File: src/rtl/dac_lane_mapper_if.sv
// Sample-side and DAC-side handshake bundle for dac_lane_mapper.
// Signal names follow the original port names so existing connections carry over.
interface dac_lane_mapper_if #(
   parameter int unsigned NCH  = 2,
   parameter int unsigned NSMP = 4,
   parameter int unsigned SW   = 16
);
   localparam int unsigned W = NCH * NSMP * SW;

   logic [W-1:0] DATA_I;
   logic         VALID_I;
   logic         READY_O;
   logic [1:0]   MODE_I;
   logic         FMT_OB_I;
   logic         CLR_I;
   logic [W-1:0] DATA_O;
   logic         VALID_O;
   logic         READY_I;
   logic         UNDERRUN_O;

   modport master (
      output DATA_I, VALID_I, MODE_I, FMT_OB_I, CLR_I, READY_I,
      input  READY_O, DATA_O, VALID_O, UNDERRUN_O
   );

   modport slave (
      input  DATA_I, VALID_I, MODE_I, FMT_OB_I, CLR_I, READY_I,
      output READY_O, DATA_O, VALID_O, UNDERRUN_O
   );
endinterface

File: src/rtl/dac_lane_mapper.sv
// Registered sample-to-lane mapper with 2-entry skid buffer, ramp/midscale test
// patterns, offset-binary option and sticky underrun monitor.
module dac_lane_mapper #(
   parameter int unsigned NCH  = 2,
   parameter int unsigned NSMP = 4,
   parameter int unsigned SW   = 16
) (
   input  logic              CLK_I,
   input  logic              RST_N_I,
   dac_lane_mapper_if.slave  bus
);
   localparam int unsigned HW = SW / 2;
   localparam int unsigned W  = NCH * NSMP * SW;

   typedef enum logic [1:0] {
      MODE_SPLIT    = 2'd0,
      MODE_STRAIGHT = 2'd1,
      MODE_MID      = 2'd2,
      MODE_RAMP     = 2'd3
   } mode_e;

   logic [W-1:0]  out_data_q,  out_data_d;
   logic          out_valid_q, out_valid_d;
   logic [W-1:0]  skid_data_q, skid_data_d;
   logic          skid_valid_q, skid_valid_d;
   logic          ready_q,     ready_d;
   logic [SW-1:0] ramp_q,      ramp_d;
   logic          first_q,     first_d;
   logic          underrun_q,  underrun_d;

   logic          accept;
   logic          drain;
   logic [SW-1:0] ramp_use;
   logic [W-1:0]  mapped;
   mode_e         mode;

   // Channel 0 lands in the most significant group; byte-split puts all high
   // halves of a channel above all its low halves.
   function automatic logic [W-1:0] map_beat(
      input logic [W-1:0]  din,
      input mode_e         md,
      input logic          fmt_ob,
      input logic [SW-1:0] ramp
   );
      logic [W-1:0]  res;
      logic [SW-1:0] v;
      int unsigned   base;
      res = '0;
      for (int unsigned c = 0; c < NCH; c++) begin
         for (int unsigned p = 0; p < NSMP; p++) begin
            case (md)
               MODE_SPLIT, MODE_STRAIGHT: v = din[(c*NSMP + p)*SW +: SW];
               MODE_MID:                  v = '0;
               default:                   v = ramp + SW'(p);
            endcase
            v[SW-1] = v[SW-1] ^ fmt_ob;
            base = (NCH - 1 - c) * NSMP * SW;
            if (md == MODE_STRAIGHT) begin
               res[base + p*SW +: SW] = v;
            end else begin
               res[base + NSMP*HW + p*HW +: HW] = v[SW-1:HW];
               res[base + p*HW +: HW]           = v[HW-1:0];
            end
         end
      end
      return res;
   endfunction

   always_comb begin
      mode     = mode_e'(bus.MODE_I);
      accept   = bus.VALID_I & ready_q;
      drain    = out_valid_q & bus.READY_I;
      ramp_use = bus.CLR_I ? '0 : ramp_q;
      mapped   = map_beat(bus.DATA_I, mode, bus.FMT_OB_I, ramp_use);

      out_data_d   = out_data_q;
      out_valid_d  = out_valid_q;
      skid_data_d  = skid_data_q;
      skid_valid_d = skid_valid_q;
      ramp_d       = ramp_use;

      if (accept && mode == MODE_RAMP) begin
         ramp_d = ramp_use + SW'(NSMP);
      end

      // An accept only happens with the skid empty, so it never races a
      // skid-to-output move.
      if (accept) begin
         if (!out_valid_q || drain) begin
            out_data_d  = mapped;
            out_valid_d = 1'b1;
         end else begin
            skid_data_d  = mapped;
            skid_valid_d = 1'b1;
         end
      end else if (drain) begin
         if (skid_valid_q) begin
            out_data_d   = skid_data_q;
            skid_valid_d = 1'b0;
         end else begin
            out_valid_d = 1'b0;
         end
      end

      ready_d    = ~skid_valid_d;
      first_d    = bus.CLR_I ? 1'b0 : (first_q | drain);
      underrun_d = bus.CLR_I ? 1'b0
                 : (underrun_q | (first_q & bus.READY_I & ~out_valid_q));
   end

   always_ff @(posedge CLK_I) begin
      if (!RST_N_I) begin
         out_data_q   <= '0;
         out_valid_q  <= 1'b0;
         skid_data_q  <= '0;
         skid_valid_q <= 1'b0;
         ready_q      <= 1'b0;
         ramp_q       <= '0;
         first_q      <= 1'b0;
         underrun_q   <= 1'b0;
      end else begin
         out_data_q   <= out_data_d;
         out_valid_q  <= out_valid_d;
         skid_data_q  <= skid_data_d;
         skid_valid_q <= skid_valid_d;
         ready_q      <= ready_d;
         ramp_q       <= ramp_d;
         first_q      <= first_d;
         underrun_q   <= underrun_d;
      end
   end

   assign bus.DATA_O     = out_data_q;
   assign bus.VALID_O    = out_valid_q;
   assign bus.READY_O    = ready_q;
   assign bus.UNDERRUN_O = underrun_q;
endmodule

File: src/flat_wrapper.sv
// flat-port wrapper written by rule: the top's interface ports become plain ports
module dac_lane_mapper_flat 
#(
   parameter int unsigned NCH  = 2,
   parameter int unsigned NSMP = 4,
   parameter int unsigned SW   = 16
)
  (CLK_I, RST_N_I, bus_DATA_I, bus_VALID_I, bus_MODE_I, bus_FMT_OB_I, bus_CLR_I, bus_READY_I, bus_READY_O, bus_DATA_O, bus_VALID_O, bus_UNDERRUN_O);
  dac_lane_mapper_if #(.NCH(NCH), .NSMP(NSMP), .SW(SW)) bus_i ();
  input  logic CLK_I;
  input  logic RST_N_I;
  input wire logic [$bits(bus_i.DATA_I)-1:0] bus_DATA_I;
  input wire logic [$bits(bus_i.VALID_I)-1:0] bus_VALID_I;
  input wire logic [$bits(bus_i.MODE_I)-1:0] bus_MODE_I;
  input wire logic [$bits(bus_i.FMT_OB_I)-1:0] bus_FMT_OB_I;
  input wire logic [$bits(bus_i.CLR_I)-1:0] bus_CLR_I;
  input wire logic [$bits(bus_i.READY_I)-1:0] bus_READY_I;
  output wire logic [$bits(bus_i.READY_O)-1:0] bus_READY_O;
  output wire logic [$bits(bus_i.DATA_O)-1:0] bus_DATA_O;
  output wire logic [$bits(bus_i.VALID_O)-1:0] bus_VALID_O;
  output wire logic [$bits(bus_i.UNDERRUN_O)-1:0] bus_UNDERRUN_O;
  assign bus_i.DATA_I = bus_DATA_I;
  assign bus_i.VALID_I = bus_VALID_I;
  assign bus_i.MODE_I = bus_MODE_I;
  assign bus_i.FMT_OB_I = bus_FMT_OB_I;
  assign bus_i.CLR_I = bus_CLR_I;
  assign bus_i.READY_I = bus_READY_I;
  assign bus_READY_O = bus_i.READY_O;
  assign bus_DATA_O = bus_i.DATA_O;
  assign bus_VALID_O = bus_i.VALID_O;
  assign bus_UNDERRUN_O = bus_i.UNDERRUN_O;
  dac_lane_mapper #(.NCH(NCH), .NSMP(NSMP), .SW(SW)) u_core (.CLK_I(CLK_I), .RST_N_I(RST_N_I), .bus(bus_i));
endmodule
File: config.mk
export PLATFORM = sky130hd
export DESIGN_NAME = dac_lane_mapper_flat
export DESIGN_NICKNAME = d
export VERILOG_FILES = /design/src/rtl/dac_lane_mapper_if.sv /design/src/rtl/dac_lane_mapper.sv /design/src/flat_wrapper.sv
export SDC_FILE = /design/constraint.sdc
export NUM_CORES = 1
export LEC_CHECK = 0
export CORE_ASPECT_RATIO = 0.9
export CORE_MARGIN = 2
export CORE_UTILIZATION = 37
export CTS_CLUSTER_DIAMETER = 60
export DETAILED_ROUTE_END_ITERATION = 6
export SYNTH_ARGS = -nofsm -noshare
export SYNTH_HDL_FRONTEND = slang
export SYNTH_SLANG_ARGS = --single-unit
File: constraint.sdc
create_clock -name CLK_I -period 4.1 [get_ports CLK_I]
set_clock_uncertainty 0.05 [all_clocks]
set_input_delay 0.615 -clock CLK_I [delete_from_list [all_inputs] [get_ports CLK_I]]
set_output_delay 0.615 -clock CLK_I [all_outputs]
set_load 0.03 [all_outputs]
==> metrics.txt <==
Pleak=6.23 nW; WL met3=3.98 mm; vias in the first global route=13.2k; setup bufs post-CTS=0; synthesis-to-layout area growth=30.3%; Pre-Repair DR Iteration Count=7; Pins Over Slew Limit=0; list of most frequent post-synthesis cells=nor2_1 (307), dfxtp_1 (277), a21oi_1 (182), clkbuf_1 (124), o21ai_0 (110); via/cell ratio=5.73; nets=~2.1k; Fillers=about 3.6k; total gr overflow=0; Min-Delay Path Class=register to register; status=finished with violations; share of layout cells above drive strength 1=0.0727; sequential standard cell area=5550 um2; period utilisation layout=0.792; top cell type's share of synthesized area=0.400; Cell Rows=67; I/O Buffers=266; count leader, synth=nor2_1; Achievable Freq=308 MHz; antenna violations before repair=1; DRT met1 WL=24.1 mm; CP arrival=3.63 ns; IO Pins=~270; Detailed Route WL=53.1 mm; CTS Root Buffer Type=clkbuf_16; Worst EP required=4.48 ns; width of the die=208 um; core outline area=~37000 um2; post-DR wirelength/cell=21.5 um; Die Ht=188 um; Max-slew headroom=0.181; Critical Path Fanout Max=27; Max-cap violations=0; CTS max path bufs=3; cells after synthesis=1781; Async S/R FF share, synth=0; DRC Markers=1; CTS tree=done; Starting Density=0.374; count of state elements after synthesis=277; Netlist Area Pre-Place=13800 um2; post-synthesis sequential area ratio=0.400; number of hold buffers added after CTS=0; final hold slack=0.404 ns; Slew @ Worst Pin=1.23 ns; most used flip-flop cell after synthesis=dfxtp_1; Mean Syn Cell Area=7.77 um2; setup tns final=0 ns; Critical Path Start Type=primary input; Tmin final=~3.2 ns; EDFF count, synth=0; Tot Pwr=6.89 mW; met2 WL=22.8 mm; largest area contributor in the netlist=dfxtp_1; RSZ-0062 raised after global routing=false; final core occ=0.487; Setup CP Type=primary input to register; CP Capture Type=register; antenna viol nets, final=0; Synth cell types=66; worst skew pair latency=0.53 ns; Finish-stage setup viols=0; Initial DRC Count=1366; Antenna Cells=0; HPWL after DPL=37.2 mm; Area after DPL=between 15000 and 20000 um2; Total GRT Usage=0.262; clk slew on worst S/H paths=approximately 0.06 ns; Routability Congestion=0.940; Design Area, Final=approximately 18000 um2; die area=39000 um2; VDD IR-drop max=0.231 mV; first-pass GRT wire length=80.2 mm; net count after synthesis=1921; htree depth=2; post-CTS sizing=0; top cells by area, synth=dfxtp_1 (40%), nor2_1 (8.3%), a21oi_1 (6.6%), mux2i_1 (5.0%), o21ai_0 (4.0%); CTS Buf Count=34; largest net degree at the start of global routing=~100; multi-input logic area=7630 um2; endpoints failing hold=0; PD cells=between 300 and 400 nW/um2; Top Metal Used=met5; failing checks=DRC; Synth warnings=0; clock sinks=277; vias=14.1k
==> final cells by class <==
| class | count | share of cell area |
|---|---|---|
| Multi-Input combinational cell | 1326 | 0.423 |
| Sequential cell | 277 | 0.307 |
| Timing Repair Buffer | 312 | 0.173 |
| Clock buffer | 42 | 0.0510 |
| Tap cell | 483 | 0.0335 |
| Clock inverter | 14 | 0.00985 |
| Inverter | 11 | 0.00257 |
==> worst paths after layout <==
kind                                             from                    end  slack [ns]  cells after the start
worst max-delay path                        bus_CLR_I  u_core.bus.DATA_O[63]        0.85                      8
worst min-delay path            u_core.bus.DATA_O[92]  u_core.bus.DATA_O[92]        0.40                      2
worst max register to register     u_core.bus.READY_O  u_core.bus.DATA_O[59]        1.10                      4
worst min register to register  u_core.bus.DATA_O[92]  u_core.bus.DATA_O[92]        0.40                      2
==> critical path, cell delays in order <==
cell and delay, ns:
clkdlybuf4s50_1 0.64, buf_4 0.36, nand4b_1 0.27, nor4_2 0.51, nor2b_1 0.23, mux2i_1 0.58
nor2_1 0.15, a311oi_1 0.25
==> state kept, by name, summed over array words and instances, names as in the netlist <==
name                   flops
u_core.skid_valid_q        1
u_core.bus.UNDERRUN_O      1
u_core.first_q             1
u_core.skid_data_q       128
u_core.bus.DATA_O        128
u_core.ramp_q             16
u_core.bus.VALID_O         1
u_core.bus.READY_O         1
==> where the power goes <==
part	internal [mW]	leakage (nW)	total (mW)	switching [mW]
sequential	2.77	2.24	2.82	0.0527
combinational	0.412	3.44	1.05	0.636
clock	1.79	0.539	3.01	1.22
total	4.97	6.23	6.89	1.91
==> cell families after synthesis <==
logic type / Yosys count / share of synthesized area
XOR/XNOR: 39 / 0.0247
AND/OR/NAND/NOR: 668 / 0.221
multiplexers: 87 / 0.0645
adder cells (fa/ha/maj): 4 / 0.00361
flip-flops: 277 / 0.400
AO/OA/AOI/OAI: 528 / 0.234
buffers and inverters: 178 / 0.0512
==> placed cells by master, fill, tap and decap left out, types with 23 or more instances in the layout <==
master and instances:
nor3_1 89, a21oi_1 181, o22ai_1 42, o21ai_0 110
nor2b_1 26, mux2i_1 69, clkdlybuf4s50_1 263, buf_4 38
dfxtp_1 277, nor2_1 306, a211oi_1 50, xnor2_1 27
clkbuf_16 34, nand2_1 104, nand3_1 43, o211ai_1 60
or3_1 23
==> routing by layer <==
layer | track usage | vias up
met2 | 0.395 | 582
met1 | 0.369 | 6688
met3 | 0.0471 | 106
met5 | 0 | -
met4 | 0.104 | 2
li1 | - | 6741
==> through the flow <==
stage	setup slack [ns]	instances
2_1_floorplan	1.17	1781
3_3_place_gp	0.441	2409
3_5_place_dp	0.351	2409
4_1_cts	0.871	2465
5_1_grt	0.654	2465
6_report	0.851	2465
No activity file was read; power rests on OpenSTA's default activity.
